**src/rtl/mmio_arbiter.sv**
```systemverilog
// Two-requester arbiter/sequencer in front of the MMIO device unit.
// Grants one access at a time, drives start/ack toward the device, and
// returns a registered one-cycle done/err/rdata pulse to the owning port.
module mmio_arbiter #(
  parameter int TIMEOUT = 255,
  parameter int CNT_W   = 8
) (
  input  logic        clk,
  input  logic        rst,
  input  logic        m0_valid,
  input  logic        m0_ren,
  input  logic        m0_wen,
  input  logic [63:0] m0_addr,
  input  logic [63:0] m0_wdata,
  output logic        m0_ready,
  output logic        m0_done,
  output logic        m0_err,
  output logic [63:0] m0_rdata,
  input  logic        m1_valid,
  input  logic        m1_ren,
  input  logic        m1_wen,
  input  logic [63:0] m1_addr,
  input  logic [63:0] m1_wdata,
  output logic        m1_ready,
  output logic        m1_done,
  output logic        m1_err,
  output logic [63:0] m1_rdata,
  output logic        mmio_start,
  output logic        mmio_ack,
  input  logic        mmio_req,
  output logic        mmio_ren,
  output logic        mmio_wen,
  output logic [63:0] mmio_addr,
  output logic [63:0] mmio_wdata,
  input  logic [63:0] mmio_rdata,
  output logic        busy
);

  localparam logic [2:0] S_IDLE  = 3'd0;
  localparam logic [2:0] S_ISSUE = 3'd1;
  localparam logic [2:0] S_WAIT  = 3'd2;
  localparam logic [2:0] S_ACK   = 3'd3;
  localparam logic [2:0] S_ERR   = 3'd4;

  // Last watchdog value before the access is abandoned.
  localparam logic [CNT_W-1:0] WD_LAST = CNT_W'(TIMEOUT - 1);

  logic [2:0]       state, state_nxt;
  logic             last;       // port granted most recently
  logic             owner;      // port owning the in-flight access
  logic [CNT_W-1:0] wdog, wdog_nxt;

  logic             win, accept;
  logic             sel_ren, sel_wen;
  logic [63:0]      sel_addr, sel_wdata;
  logic             pulse, pulse_err, tgt;
  logic [63:0]      pulse_data;

  // Round-robin pick: on a tie the port not granted last wins.
  always_comb begin
    win       = (m0_valid & m1_valid) ? ~last : m1_valid;
    // A pending device req (stale after reset/abort) blocks new grants.
    accept    = (state == S_IDLE) & ~mmio_req & (m0_valid | m1_valid);
    m0_ready  = accept & ~win;
    m1_ready  = accept & win;
    sel_ren   = win ? m1_ren   : m0_ren;
    sel_wen   = win ? m1_wen   : m0_wen;
    sel_addr  = win ? m1_addr  : m0_addr;
    sel_wdata = win ? m1_wdata : m0_wdata;
  end

  // Device-side handshake and status decode straight from the state.
  always_comb begin
    mmio_start = (state == S_ISSUE);
    mmio_ack   = (state == S_ACK);
    busy       = (state != S_IDLE);
  end

  // Next-state, watchdog and completion-pulse decode.
  always_comb begin
    state_nxt  = state;
    wdog_nxt   = wdog;
    pulse      = 1'b0;
    pulse_err  = 1'b0;
    pulse_data = 64'd0;
    tgt        = owner;
    case (state)
      S_IDLE: begin
        if (mmio_req) begin
          state_nxt = S_ACK;
        end else if (accept) begin
          tgt = win;
          // ren == wen is not a legal op: report it without touching the device.
          if (sel_ren == sel_wen) begin
            state_nxt = S_ERR;
            pulse     = 1'b1;
            pulse_err = 1'b1;
          end else begin
            state_nxt = S_ISSUE;
          end
        end
      end
      S_ISSUE: begin
        wdog_nxt  = '0;
        state_nxt = S_WAIT;
      end
      S_WAIT: begin
        if (mmio_req) begin
          pulse      = 1'b1;
          pulse_data = mmio_ren ? mmio_rdata : 64'd0;
          state_nxt  = S_ACK;
        end else if (wdog == WD_LAST) begin
          pulse     = 1'b1;
          pulse_err = 1'b1;
          state_nxt = S_ACK;
        end else begin
          wdog_nxt = wdog + CNT_W'(1);
        end
      end
      S_ACK: begin
        if (!mmio_req) state_nxt = S_IDLE;
      end
      S_ERR: begin
        state_nxt = S_IDLE;
      end
      default: begin
        state_nxt = S_IDLE;
      end
    endcase
  end

  // State, grant bookkeeping and latched downstream request fields.
  always_ff @(posedge clk or negedge rst) begin
    if (!rst) begin
      state      <= S_IDLE;
      last       <= 1'b1;
      owner      <= 1'b0;
      wdog       <= '0;
      mmio_ren   <= 1'b0;
      mmio_wen   <= 1'b0;
      mmio_addr  <= 64'd0;
      mmio_wdata <= 64'd0;
    end else begin
      state <= state_nxt;
      wdog  <= wdog_nxt;
      if (accept) begin
        owner      <= win;
        last       <= win;
        mmio_ren   <= sel_ren;
        mmio_wen   <= sel_wen;
        mmio_addr  <= sel_addr;
        mmio_wdata <= sel_wdata;
      end
    end
  end

  // One-cycle completion pulses, routed to the owning port only.
  always_ff @(posedge clk or negedge rst) begin
    if (!rst) begin
      m0_done  <= 1'b0;
      m0_err   <= 1'b0;
      m0_rdata <= 64'd0;
      m1_done  <= 1'b0;
      m1_err   <= 1'b0;
      m1_rdata <= 64'd0;
    end else begin
      m0_done  <= pulse & ~tgt;
      m0_err   <= pulse & pulse_err & ~tgt;
      m0_rdata <= (pulse & ~tgt) ? pulse_data : 64'd0;
      m1_done  <= pulse & tgt;
      m1_err   <= pulse & pulse_err & tgt;
      m1_rdata <= (pulse & tgt) ? pulse_data : 64'd0;
    end
  end

endmodule

```
**config.mk**
```make
export PLATFORM = sky130hd
export DESIGN_NAME = mmio_arbiter
export DESIGN_NICKNAME = d
export VERILOG_FILES = /design/src/rtl/mmio_arbiter.sv
export SDC_FILE = /design/constraint.sdc
export NUM_CORES = 1
export LEC_CHECK = 0
export ABC_AREA = 0
export CORE_AREA = 2 2 231 233
export DETAILED_ROUTE_END_ITERATION = 12
export DIE_AREA = 0 0 233 235
export DONT_BUFFER_PORTS = 1
export GPL_ROUTABILITY_DRIVEN = 0
export PLACE_DENSITY_LB_ADDON = 0.1
export REMOVE_ABC_BUFFERS = 1
export SETUP_SLACK_MARGIN = 0.4
export SYNTH_ARGS = -nofsm -noshare
export SYNTH_HDL_FRONTEND = slang
export SYNTH_SLANG_ARGS = --single-unit
```
**constraint.sdc**
```tcl
create_clock -name clk -period 5.8 [get_ports clk]
set_clock_uncertainty 0.1 [all_clocks]
set_input_delay 1.45 -clock clk [delete_from_list [all_inputs] [get_ports clk]]
set_output_delay 1.45 -clock clk [all_outputs]
set_load 0.01 [all_outputs]
```
==> results, run 1 <==
- The run finished with clean final reports.
- The clock tree from TritonCTS is yes.
- Final hold analysis gives a worst-case slack of 0.427 ns.
- The overall routed net length is 39.8 mm.
- The synthesized design contains 0 enable-type register cells.
- The setup total negative slack is 0 ns.
- The width of the die is 233 µm.
- The sort of element at the start of the critical path is a primary input.
- The average cell area after synthesis is 13.2 µm².
- The number of hold violations in the final report is 0.
- For this configuration, the core starts out at a cell density of 20.5%.
- Headroom to the max-slew limit came out at 43.8%.
- The endpoint class of the critical path is an output port.
- The final max-slew violation count is 0.
- The async set-reset flop share out of synthesis is 100%.
- In this run the biggest area consumer among cell types represents 64.0% of the synthesized area.
- The upper clock frequency limit is 253 MHz.
- The slowest stage of the critical path is the and2_4 cell.
- The share of the clock period used by the worst path after layout is 68.2%.
- Entering global routing, the biggest net connects 276 pins.
- The commonest cells after synthesis are 274 x dfrtp_1, 130 x a21o_1, 130 x and3_1.
- The detailed-routing iteration count for the pre-antenna-repair pass is 4.
- The most used flip-flop cell after synthesis is dfrtp_1.
- The H-tree was split into 2 levels.
- The critical path required time is 4.25 ns.
- The number of global-route vias before repair came to 7418.
- The number of synthesized register bits is 275.
- The summed instance area of the synthesized netlist is 10700 µm².
- Setup violations remaining at the end of the flow were counted as 0.
- The floorplan has 84 rows.
- In this run, post-CTS hold repair placed 0 buffers.
- From synthesis to final layout, the design area changed by 15.2%.
- Synthesis handed over a netlist of 814 instances.
- The top-level port count is 596.
- The library cell with the highest instance count after synthesis is dfrtp_1.
- At the worst endpoint, the arrival time is 2.41 ns.
- Detailed routing inserted a total of 6702 vias.
- The global-route usage over all layers is 14.0%.
- The cell count after placement is 1436.
- Grouping stages by cell kind, the critical path spends the most delay in simple AND/OR/NAND/NOR gates.
- The detailed placer's ending HPWL is 27.9 mm.
- The cell accounting for the most synthesized area is dfrtp_1.
- In this run the remaining antenna-violating nets after routing total 0.
- For this design, the sink count on the clock tree is 275.
- In this run the worst path has a maximum fanout of 26.
- The standard cell core area is 52200 µm².
- The actual slew at the worst max-slew pin is 0.842 ns.
- The class of the tightest hold or removal check is register to register.
- In this run the tool buffered the top-level ports with 0 buffer cells.
- The total congestion overflow after global routing is 0.
- After detailed routing, the number of remaining DRC violations is 0.
- The clock network latency to the later pin of the worst-skew pair is 0.54 ns.
- The number of resized instances in the post-cts repair step is 0.
- The max-cap check violation count is 0.
- The analysis attributes to cell leakage a power of 6.93 nW.
- The overall die height is 235 µm.
- The power density over cell area is 524 nW/µm².
- For flop-to-flop paths, the worst setup slack is 2.87 ns.
- In the final design database the tool counted 1115 nets.
- Across the VDD grid, the largest voltage drop is 0.225 mV.
- The tree is rooted in a clkbuf_16.
- The number of buffers and inverters on the critical path is 0.
- Post-CTS timing repair inserted 0 buffers for setup.
- The time the final worst path needs with I/O delays and setup is 3.96 ns.
- The clock slew at the register clock pins of the worst setup and hold paths is 0.06 ns.
- The biggest cell delay along the critical path is 0.59 ns.
- The floorplan step defined a die boundary enclosing 54800 µm².
- Dividing the detail-routed via count by the number of cells gives 4.48.
- Dividing the detail-routed wire length by the instance count gives 26.6 µm.
- The count of non-filler cells in the finished layout is 1495.
- The number of buffers on the longest clock path is 3.
- The critical path goes through a21boi_2, and2_4.
- Sorting the synthesized cells by area gives the leading types as dfrtp_1 64%, a22o_1 10%, a21o_1 9.1%.
- Of the cells placed in the final design, the portion with a size suffix greater than 1 is 8.71%.
- By startpoint and endpoint, the worst setup path is classified as primary input to output port.
- Of the synthesized area, sequential elements account for 64.2%.
- Setup repair after global routing left no endpoint under its margin.
- The detailed router finished its first iteration with 290 violations.
- The synthesized netlist contains 39 unique library cells.
- The number of antenna violations at the first check in global routing is 2.
- The count of warnings emitted by yosys is 0.
- The first global-routing pass estimated 55.4 mm of wire.
- Buffers inserted during clock tree synthesis total 34.
## worst paths after layout
| kind | start | depth (start not counted) | to |
|---|---|---|---|
| worst min register to register | last | 1 | last |
| worst min-delay path | last | 1 | last |
| min in group asynchronous | rst | 0 | m0_rdata[18] |
| worst max-delay path | m1_valid | 2 | m1_ready |
| worst max register to register | state[1] | 6 | m1_rdata[56] |
| max in group asynchronous | rst | 0 | mmio_wdata[21] |
## kinds of logic (layout without fill, tap and decap cells)
| group | count (synthesis) | after routing | synth area share (%) |
|---|---|---|---|
| flops | 275 | 275 | 64.2 |
| xor+xnor | 5 | 5 | 0.409 |
| buf+inv | 79 | 69 | 4.05 |
| fa+ha+maj | 2 | 2 | 0.233 |
| mux | 6 | 6 | 0.561 |
| simple gates | 171 | 171 | 9.46 |
| other cells | 0 | 3 | 0 |
| compound gates | 276 | 276 | 21.1 |
## stage by stage
| step | setup WS (ns) | cell area (µm²) | util [%] | total power, mW |
|---|---|---|---|---|
| floorplan | -3.71 | 10300 | - | 3.95 |
| global placement | 1.85 | 11300 | 21.6 | 4.53 |
| detailed placement | 1.82 | 11300 | 21.6 | 4.51 |
| CTS | 1.81 | 12300 | 23.6 | 6.63 |
| global route | 1.78 | 12300 | 23.6 | 6.88 |
| finish | 1.84 | 12300 | 23.6 | 6.47 |
## flip-flops by register name, summed over array words and instances, names as in the netlist
| signal | cells |
|---|---|
| m1_rdata | 64 |
| m0_done | 1 |
| m0_rdata | 64 |
| wdog | 8 |
| owner | 1 |
| m1_done | 1 |
| last | 1 |
| m1_err | 1 |
| mmio_wen | 1 |
| mmio_ren | 1 |
| mmio_addr | 64 |
| mmio_wdata | 64 |
| m0_err | 1 |
| state | 3 |
## where the power goes
group / switching, mW / internal [mW] / total [mW] / leakage, nW
clock: 0.846 / 1.21 / 2.05 / 0.514
sequential: 0.715 / 2.42 / 3.14 / 3.63
combinational: 0.611 / 0.672 / 1.28 / 2.78
## area by class of cell
type                    count  area [µm²]
diodes                      3        7.51
flip-flops and latches    275        6880
multi-input cells         460        3420
inverters                   4        15.0
clock buffers              47         961
repair buffers              9        92.6
clock inverters             9         101
fillers                  5518       39900
well taps                 688         861
## per-layer routing
| layer | GRT usage (%) | share of wire (%) |
|---|---|---|
| met4 | 4.05 | 2.4 |
| met1 | 13.7 | 33 |
| met3 | 8.33 | 14 |
| met2 | 24.5 | 51 |
| met5 | 0 | 0.033 |
## layout by cell type (no fill, tap or decap), types with 2 or more instances in the layout
master        n
and2_1        2
a21o_1      130
and3_1      130
nor2_1       13
o21ai_0       3
dfrtp_1     274
buf_12        2
a31oi_1       3
diode_2       3
clkinv_8      2
nand3_1       4
clkinv_2      3
nand2_1      12
ha_1          2
clkinvlp_4    2
or3_1         2
xnor2_1       4
clkbuf_8      4
a41o_1        2
clkbuf_1      8
mux2i_1       6
a22o_1      128
nor2_4        2
inv_1         3
buf_4         7
clkbuf_16    35
## worst register-to-register path: cells and delay by family, from the launching register on
kind | cells | cell delay [ns]
flops | 1 | 0.49
simple gates | 3 | 1.20
compound gates | 1 | 0.06
buf+inv | 2 | 1.01
Power figures use the tool's default switching activity.
==> run 2, diff against run 1 <==
- clock period: 5.8 -> 3.8 ns (I/O delays scaled with it)
==> run 2 against run 1 <==
  * The run now ends with negative hold slack left
  * Global-route usage down 0.20 points
  * Total power up 51%
  * Sequential share of layout area down 0.33 points
  * First-iteration DRC count up 7.2%
  * Routed wire length up 1.1%
  * Combinational power up 59%
  * Die area unchanged
  * Worst setup slack worse by 1.2 ns
  * Final cell count up 0.33%
  * Clock-buffer cell count down 1
  * Register-to-register slack worse by 1.6 ns
==> results, run 2 (synthesized netlist as in run 1, its figures left out) <==
- The final max-slew violation count was 0 (unchanged).
- The area used by multi-input combinational logic was 3420 µm² (unchanged).
- Counting I/O delays and the setup requirement, the final critical path takes 3.18 ns.
- The number of nets still failing antenna checks after routing is 0 (unchanged).
- The standard cell core area was 52200 µm² (unchanged).
- The upper clock frequency limit is 314 MHz.
- The detailed placer's ending HPWL is 28.1 mm (was 27.9 mm).
- The checks that failed: negative hold slack.
- The largest net degree at the start of global routing was 276 (unchanged).
- The cell class contributing the biggest share of worst-path delay is simple AND/OR/NAND/NOR gates (unchanged).
- The actual slew at the worst max-slew pin is 1.07 ns (was 0.842 ns).
- Sequence of cells on the critical path: nor4_2, o21ai_4, nor2_4 (was a21boi_2, and2_4).
- The power spent charging and discharging nets is 3.28 mW (was 2.17 mW).
- The classification of the worst setup path was register to output port (was primary input to output port).
- The share of cells above drive strength 1 is 9.63% (was 8.71%).
- The headroom to the max-slew limit was 28.7% (was 43.8%).
- The post-placement worst setup slack is 0.797 ns (was 1.82 ns).
- The number of levels in the clock H-tree is 1 (was 2).
- The critical path required time is 2.75 ns (was 4.25 ns).
- The total number of vias is 6815 (was 6702).
- Setup repair after global routing missed its margin: false (unchanged).
- The placement row count is 84 (unchanged).
- The overall routed net length was 40.2 mm (was 39.8 mm).
- The number of nets at the end of the flow is 1118 (was 1115).
- The width of the die came to 233 µm (unchanged).
- The relative contribution of combinational cells to total power is 20.8% (was 19.8%).
- The worst-path cell with the longest stage delay is dfrtp_1 (was and2_4).
- The top-level port count is 596 (unchanged).
- The overall die height was 235 µm (unchanged).
- The max-cap check violation count is 0 (unchanged).
- The worst reg2reg path depth was 6 (unchanged).
- The number of hold violations in the final report is 51 (was 0).
- The cell at the root of the clock tree was clkbuf_16 (unchanged).
- The switching portion of total power is 33.5% (was 33.6%).
- The setup total negative slack was 0 ns (unchanged).
- The CTS buffer count is 31 (was 34).
- The clock slew at the register clock pins of the worst setup and hold paths is 0.06 ns (about the same).
- The clock network latency to the later pin of the worst-skew pair is 0.56 ns (was 0.54 ns).
- The slack of the critical path was 0.620 ns (was 1.84 ns).
- The internal cell power came to 6.51 mW (was 4.30 mW).
- The clock tree from TritonCTS is yes (unchanged).
- The flop-to-flop setup slack is 1.30 ns (was 2.87 ns).
- The power density over cell area is 788 nW/µm² (was 524 nW/µm²).
- Highest-count cells in the layout ignoring fill and taps: 274 x dfrtp_1, 130 x and3_1, 130 x a21o_1, 128 x a22o_1, 31 x clkbuf_16 (was 274 x dfrtp_1, 130 x and3_1, 130 x a21o_1, 128 x a22o_1, 35 x clkbuf_16).
- The worst flop-to-flop path startpoint is state[1] (unchanged).
- The biggest cell delay along the critical path is 0.49 ns (was 0.59 ns).
- The detailed-routing iteration count for the pre-antenna-repair pass is 4 (unchanged).
- The starting density of the core is 20.5% (unchanged).
- The placed cell area is 11400 µm² (was 11300 µm²).
- The sort of element at the start of the critical path was a register (was primary input).
- The endpoint of the lowest-slack register-to-register path is mmio_wdata[33] (was m1_rdata[56]).
- The leading cell type in the layout, fill and taps excluded is dfrtp_1 (unchanged).
- The largest driver fanout on the critical path is 9 (was 26).
- The final count of negative-setup-slack endpoints is 0 (unchanged).
- The layout overhead on the synthesized area is 15.9% (was 15.2%).
- The endpoint class of the critical path is an output port (unchanged).
- The wire length of the first global-routing pass is 55.6 mm (was 55.4 mm).
- The routed wire length per instance is 26.8 µm (was 26.6 µm).
- The cell count after placement is 1442 (was 1436).
- The area taken by flip-flops and latches came to 6880 µm² (unchanged).
- The minimum hold slack is -0.0191 ns (was 0.427 ns).
- The class of the tightest hold or removal check is primary input to async pin (was register to register).
- The count of non-filler cells in the finished layout is 1500 (was 1495).
- The number of buffers inserted by post-CTS setup repair is 0 (unchanged).
- The number of global-route vias before repair came to 7517 (was 7418).
- The global-route usage over all layers came to 13.8% (was 14.0%).
- The floorplan die area came to 54800 µm² (unchanged).
- After layout, the worst path uses 83.7% of the clock period.
- The number of buffers and inverters on the critical path was 0 (unchanged).
- The count of port buffers added during placement is 0 (unchanged).
- The number of DRC violations after detailed routing is 0 (unchanged).
- The number of resized instances in the post-cts repair step was 0 (unchanged).
- Status: finished with violations (was complete, no violations).
- The total non-filler cell area in the finished layout was 12400 µm² (was 12300 µm²).
- The signal arrival time at the worst endpoint came to 2.13 ns (was 2.41 ns).
- The number of filler cells placed in the layout is 5497 (was 5518).
- The clock network fraction of total power was 30.3% (was 31.7%).
- The total congestion overflow after global routing is 0 (unchanged).
- The number of buffers on the longest clock path is 3 (unchanged).
- The peak supply drop is 0.280 mV (was 0.225 mV).
- The number of design-rule violations left by the first detailed-router iteration is 311 (was 290).
- The clock net sink count is 275 (unchanged).
- The via count normalized by instance count is 4.54 (was 4.48).
- The number of antenna violations at the first check in global routing is 3 (was 2).
- The standby leakage power is 6.98 nW (was 6.93 nW).
- The relative contribution of sequential cells to total power is 49.0% (was 48.5%).
==> run 2: cell types whose count changed in the layout (fill, tap and decap cells not counted) <==
cell,change
buf_12,+7
clkbuf_8,+5
clkbuf_16,-4
clkinv_2,+4
clkbuf_1,-2
clkinv_4,+2
clkinv_8,-2
clkinvlp_4,-2
buf_4,-1
diode_2,-1
inv_6,-1
==> run 2: how the worst max path moves through the flow <==
stage | cells after the start | endpoint | start | slack, ns
floorplan | 2 | m0_ready | m1_valid | -4.71
global placement | 3 | m0_ready | mmio_req | 0.83
detailed placement | 3 | m0_ready | mmio_req | 0.80
CTS | 3 | m0_ready | state[0] | 0.49
global route | 3 | m0_ready | state[1] | 0.43
finish | 3 | m0_ready | state[1] | 0.62
==> run 2: per-stage QoR <==
step	hold slack [ns]	power (mW)	util (%)
floorplan	0.398	6.03	-
global placement	0.409	6.95	21.8
detailed placement	0.414	6.95	21.8
CTS	-0.0706	10.0	23.8
global route	-0.0614	10.4	23.8
finish	-0.0191	9.78	23.8
==> run 2: area by class of cell <==
cell class / count / share of cell area (%)
well taps: 688 / 6.93
multi-input cells: 460 / 27.6
inverters: 4 / 0.121
repair buffers: 15 / 1.81
clock inverters: 10 / 0.665
flip-flops and latches: 275 / 55.4
diodes: 2 / 0.0403
clock buffers: 46 / 7.43
==> run 2: per-layer routing <==
| layer | track usage (%) | share of wire, % | up-vias |
|---|---|---|---|
| li1 | - | - | 2915 |
| met1 | 13.8 | 34 | 3434 |
| met2 | 24.8 | 51 | 410 |
| met3 | 7.10 | 13 | 52 |
| met4 | 3.67 | 2.1 | 4 |
| met5 | 0 | 0.057 | - |
==> run 2: power groups by stage <==
stage	clock [mW]	sequential, mW	combinational, mW
3_3_place_gp	0	4.92	2.03
4_1_cts	3.10	4.85	2.08
2_1_floorplan	0	4.49	1.55
6_report	2.96	4.79	2.03
3_5_place_dp	0	4.89	2.06
5_1_grt	3.20	4.89	2.28
==> run 3, diff against run 2 <==
- clock period: 3.8 -> 2.95 ns (I/O delays scaled with it)
==> run 3 against run 2 <==
  * The run still ends with negative hold slack left
  * Combinational power up 32%
  * Worst setup slack worse by 0.33 ns
  * Utilization up 0.42 points
  * Sequential share of layout area down 0.94 points
  * Final cell count up 1.3%
  * Routed wire length up 0.49%
  * Clock-buffer cell count up 3
  * Hold slack worse by 0.19 ns
  * Total power up 34%
  * Via count up 0.53%
  * Non-clock buffer count up 13
  * Largest power group unchanged
==> results, run 3 (synthesized netlist as in run 1, its figures left out) <==
- The sort of element at the start of the critical path was a register (unchanged).
- The share of the clock period used by the worst path after layout is 90.3%.
- The layout overhead on the synthesized area is 17.9% (was 15.9%).
- The area taken by flip-flops and latches was 6890 µm² (was 6880 µm²).
- The critical path depth is 3 (unchanged).
- The share of cells above drive strength 1 was 12.4% (was 9.63%).
- The detailed placer's ending HPWL came to 28.7 mm (was 28.1 mm).
- The number of hold violations in the final report was 275 (was 51).
- Sequence of cells on the critical path: nor4_4, buf_4, and2_4 (was nor4_2, o21ai_4, nor2_4).
- The overall routed net length was 40.4 mm (was 40.2 mm).
- The total non-filler cell area in the finished layout is 12600 µm² (was 12400 µm²).
- The actual slew at the worst max-slew pin is 0.790 ns (was 1.07 ns).
- The total congestion overflow after global routing is 0 (unchanged).
- The largest net degree at the start of global routing is 276 (unchanged).
- Status: finished with violations (unchanged).
- The clock network latency to the later pin of the worst-skew pair came to 0.53 ns (was 0.56 ns).
- The width of the die is 233 µm (unchanged).
- The standard cell core area is 52200 µm² (unchanged).
- The total number of vias is 6851 (was 6815).
- The count of port buffers added during placement is 0 (unchanged).
- The number of nets at the end of the flow is 1135 (was 1118).
- The classification of the worst setup path is register to output port (unchanged).
- Static timing analysis puts the maximum clock frequency at 376 MHz.
- The final max-slew violation count is 0 (unchanged).
- The critical path required time came to 2.11 ns (was 2.75 ns).
- The cell at the root of the clock tree was clkbuf_16 (unchanged).
- The cell count after placement is 1449 (was 1442).
- The endpoint of the lowest-slack register-to-register path is mmio_addr[0] (was mmio_wdata[33]).
- The peak supply drop is 0.327 mV (was 0.280 mV).
- The global-route usage over all layers is 14.2% (was 13.8%).
- The top-level port count was 596 (unchanged).
- The endpoint class of the critical path was an output port (unchanged).
- The number of nets still failing antenna checks after routing is 0 (unchanged).
- The routed wire length per instance is 26.6 µm (was 26.8 µm).
- The worst reg2reg path depth is 7 (was 6).
- The max-cap check violation count is 0 (unchanged).
- The class of the tightest hold or removal check is primary input to async pin (unchanged).
- The number of global-route vias before repair came to 7570 (was 7517).
- The headroom to the max-slew limit is 47.3% (was 28.7%).
- The CTS buffer count is 35 (was 31).
- The number of antenna violations at the first check in global routing is 3 (unchanged).
- The time the final worst path needs with I/O delays and setup is 2.66 ns.
- The placed cell area is 11400 µm² (about the same).
- The power density over cell area came to 1040 nW/µm² (was 788 nW/µm²).
- Setup repair after global routing missed its margin: true (was false).
- The number of design-rule violations left by the first detailed-router iteration was 249 (was 311).
- The worst flop-to-flop path startpoint is state[1] (unchanged).
- The placement row count is 84 (unchanged).
- The starting density of the core is 20.5% (unchanged).
- The clock slew at the register clock pins of the worst setup and hold paths is 0.06 ns (about the same).
- The number of filler cells placed in the layout is 5482 (was 5497).
- The count of non-filler cells in the finished layout is 1519 (was 1500).
- The leading cell type in the layout, fill and taps excluded is dfrtp_1 (unchanged).
- The number of DRC violations after detailed routing was 0 (unchanged).
- The final count of negative-setup-slack endpoints was 0 (unchanged).
- The standby leakage power came to 7.10 nW (was 6.98 nW).
- The wire length of the first global-routing pass was 56.1 mm (was 55.6 mm).
- The largest driver fanout on the critical path is 12 (was 9).
- The worst-path cell with the longest stage delay is dfrtp_2 (was dfrtp_1).
- The flop-to-flop setup slack is 0.66 ns (was 1.30 ns).
- The overall die height is 235 µm (unchanged).
- The biggest cell delay along the critical path was 0.44 ns (was 0.49 ns).
- The floorplan die area is 54800 µm² (unchanged).
- The number of buffers and inverters on the critical path is 1 (was 0).
- The via count normalized by instance count is 4.51 (was 4.54).
- The signal arrival time at the worst endpoint is 1.83 ns (was 2.13 ns).
- Highest-count cells in the layout ignoring fill and taps: 271 x dfrtp_1, 130 x and3_1, 130 x a21o_1, 128 x a22o_1, 36 x clkbuf_16 (was 274 x dfrtp_1, 130 x and3_1, 130 x a21o_1, 128 x a22o_1, 31 x clkbuf_16).
- The area used by multi-input combinational logic is 3440 µm² (was 3420 µm²).
- The cell class contributing the biggest share of worst-path delay is simple AND/OR/NAND/NOR gates (unchanged).
- The number of levels in the clock H-tree is 2 (was 1).
- The detailed-routing iteration count for the pre-antenna-repair pass is 4 (unchanged).
- The clock tree from TritonCTS is yes (unchanged).
- The clock net sink count is 275 (unchanged).
- The number of buffers on the longest clock path came to 3 (unchanged).
- The minimum hold slack is -0.213 ns (was -0.0191 ns).
- Failing checks: negative hold slack (unchanged).
==> run 3: cell count changes in the layout (fill, tap and decap cells not counted), moves of 3 or more <==
cell and change:
buf_4 +16, clkbuf_16 +5, buf_12 -3, dfrtp_1 -3, dfrtp_2 +3
==> run 3: power by group <==
group / internal [mW] / switching, mW
combinational: 1.43 / 1.25
sequential: 4.77 / 1.40
clock: 2.55 / 1.70
==> run 3: layout make-up <==
type | count | area share (%)
Clock inverter | 12 | 0.841
Antenna cell | 3 | 0.0594
Tap cell | 688 | 6.81
Multi-Input combinational cell | 460 | 27.2
Clock buffer | 49 | 8.23
Sequential cell | 275 | 54.5
Inverter | 4 | 0.119
Timing Repair Buffer | 28 | 2.26
==> run 3: routing by layer <==
metal / global-route usage (%) / wire [µm] / part of all wire (%)
met1: 13.8 / 13400 / 33
met2: 25.6 / 21000 / 52
met3: 8.12 / 5320 / 13
met4: 3.59 / 677 / 1.7
met5: 0 / 13 / 0.032
==> run 3: per-stage QoR <==
| step | setup WS, ns | utilization [%] | setup TNS, ns | hold slack [ns] | power, mW |
|---|---|---|---|---|---|
| 6_report | 0.287 | 24.2 | 0 | -0.213 | 13.1 |
| 5_1_grt | 0.205 | 24.2 | 0 | -0.254 | 13.9 |
| 4_1_cts | 0.202 | 24.2 | 0 | -0.252 | 13.4 |
| 3_5_place_dp | 0.417 | 21.9 | 0 | 0.348 | 8.96 |
| 3_3_place_gp | 0.436 | 21.9 | 0 | 0.350 | 8.99 |
| 2_1_floorplan | -5.19 | - | -948.19 | 0.342 | 7.77 |
==> run 3: repair_timing <==
| item | in CTS | in global routing |
|---|---|---|
| hold endpoints to repair | 275 | 275 |
| resized for setup | 5 | 1 |
| gates cloned | 0 | 0 |
| pin swaps | 2 | 1 |
| buffers inserted | 6 | 0 |
| setup endpoints to repair | 3 | 4 |
==> run 3: worst max-delay path by stage <==
stage                   from            end  slack (ns)
finish              state[1]       m1_ready        0.29
global route        state[1]       m1_ready        0.20
CTS                 state[1]       m0_ready        0.20
detailed placement  m1_valid   mmio_addr[6]        0.42
global placement    mmio_req  mmio_addr[50]        0.44
floorplan           m1_valid   mmio_addr[0]       -5.19
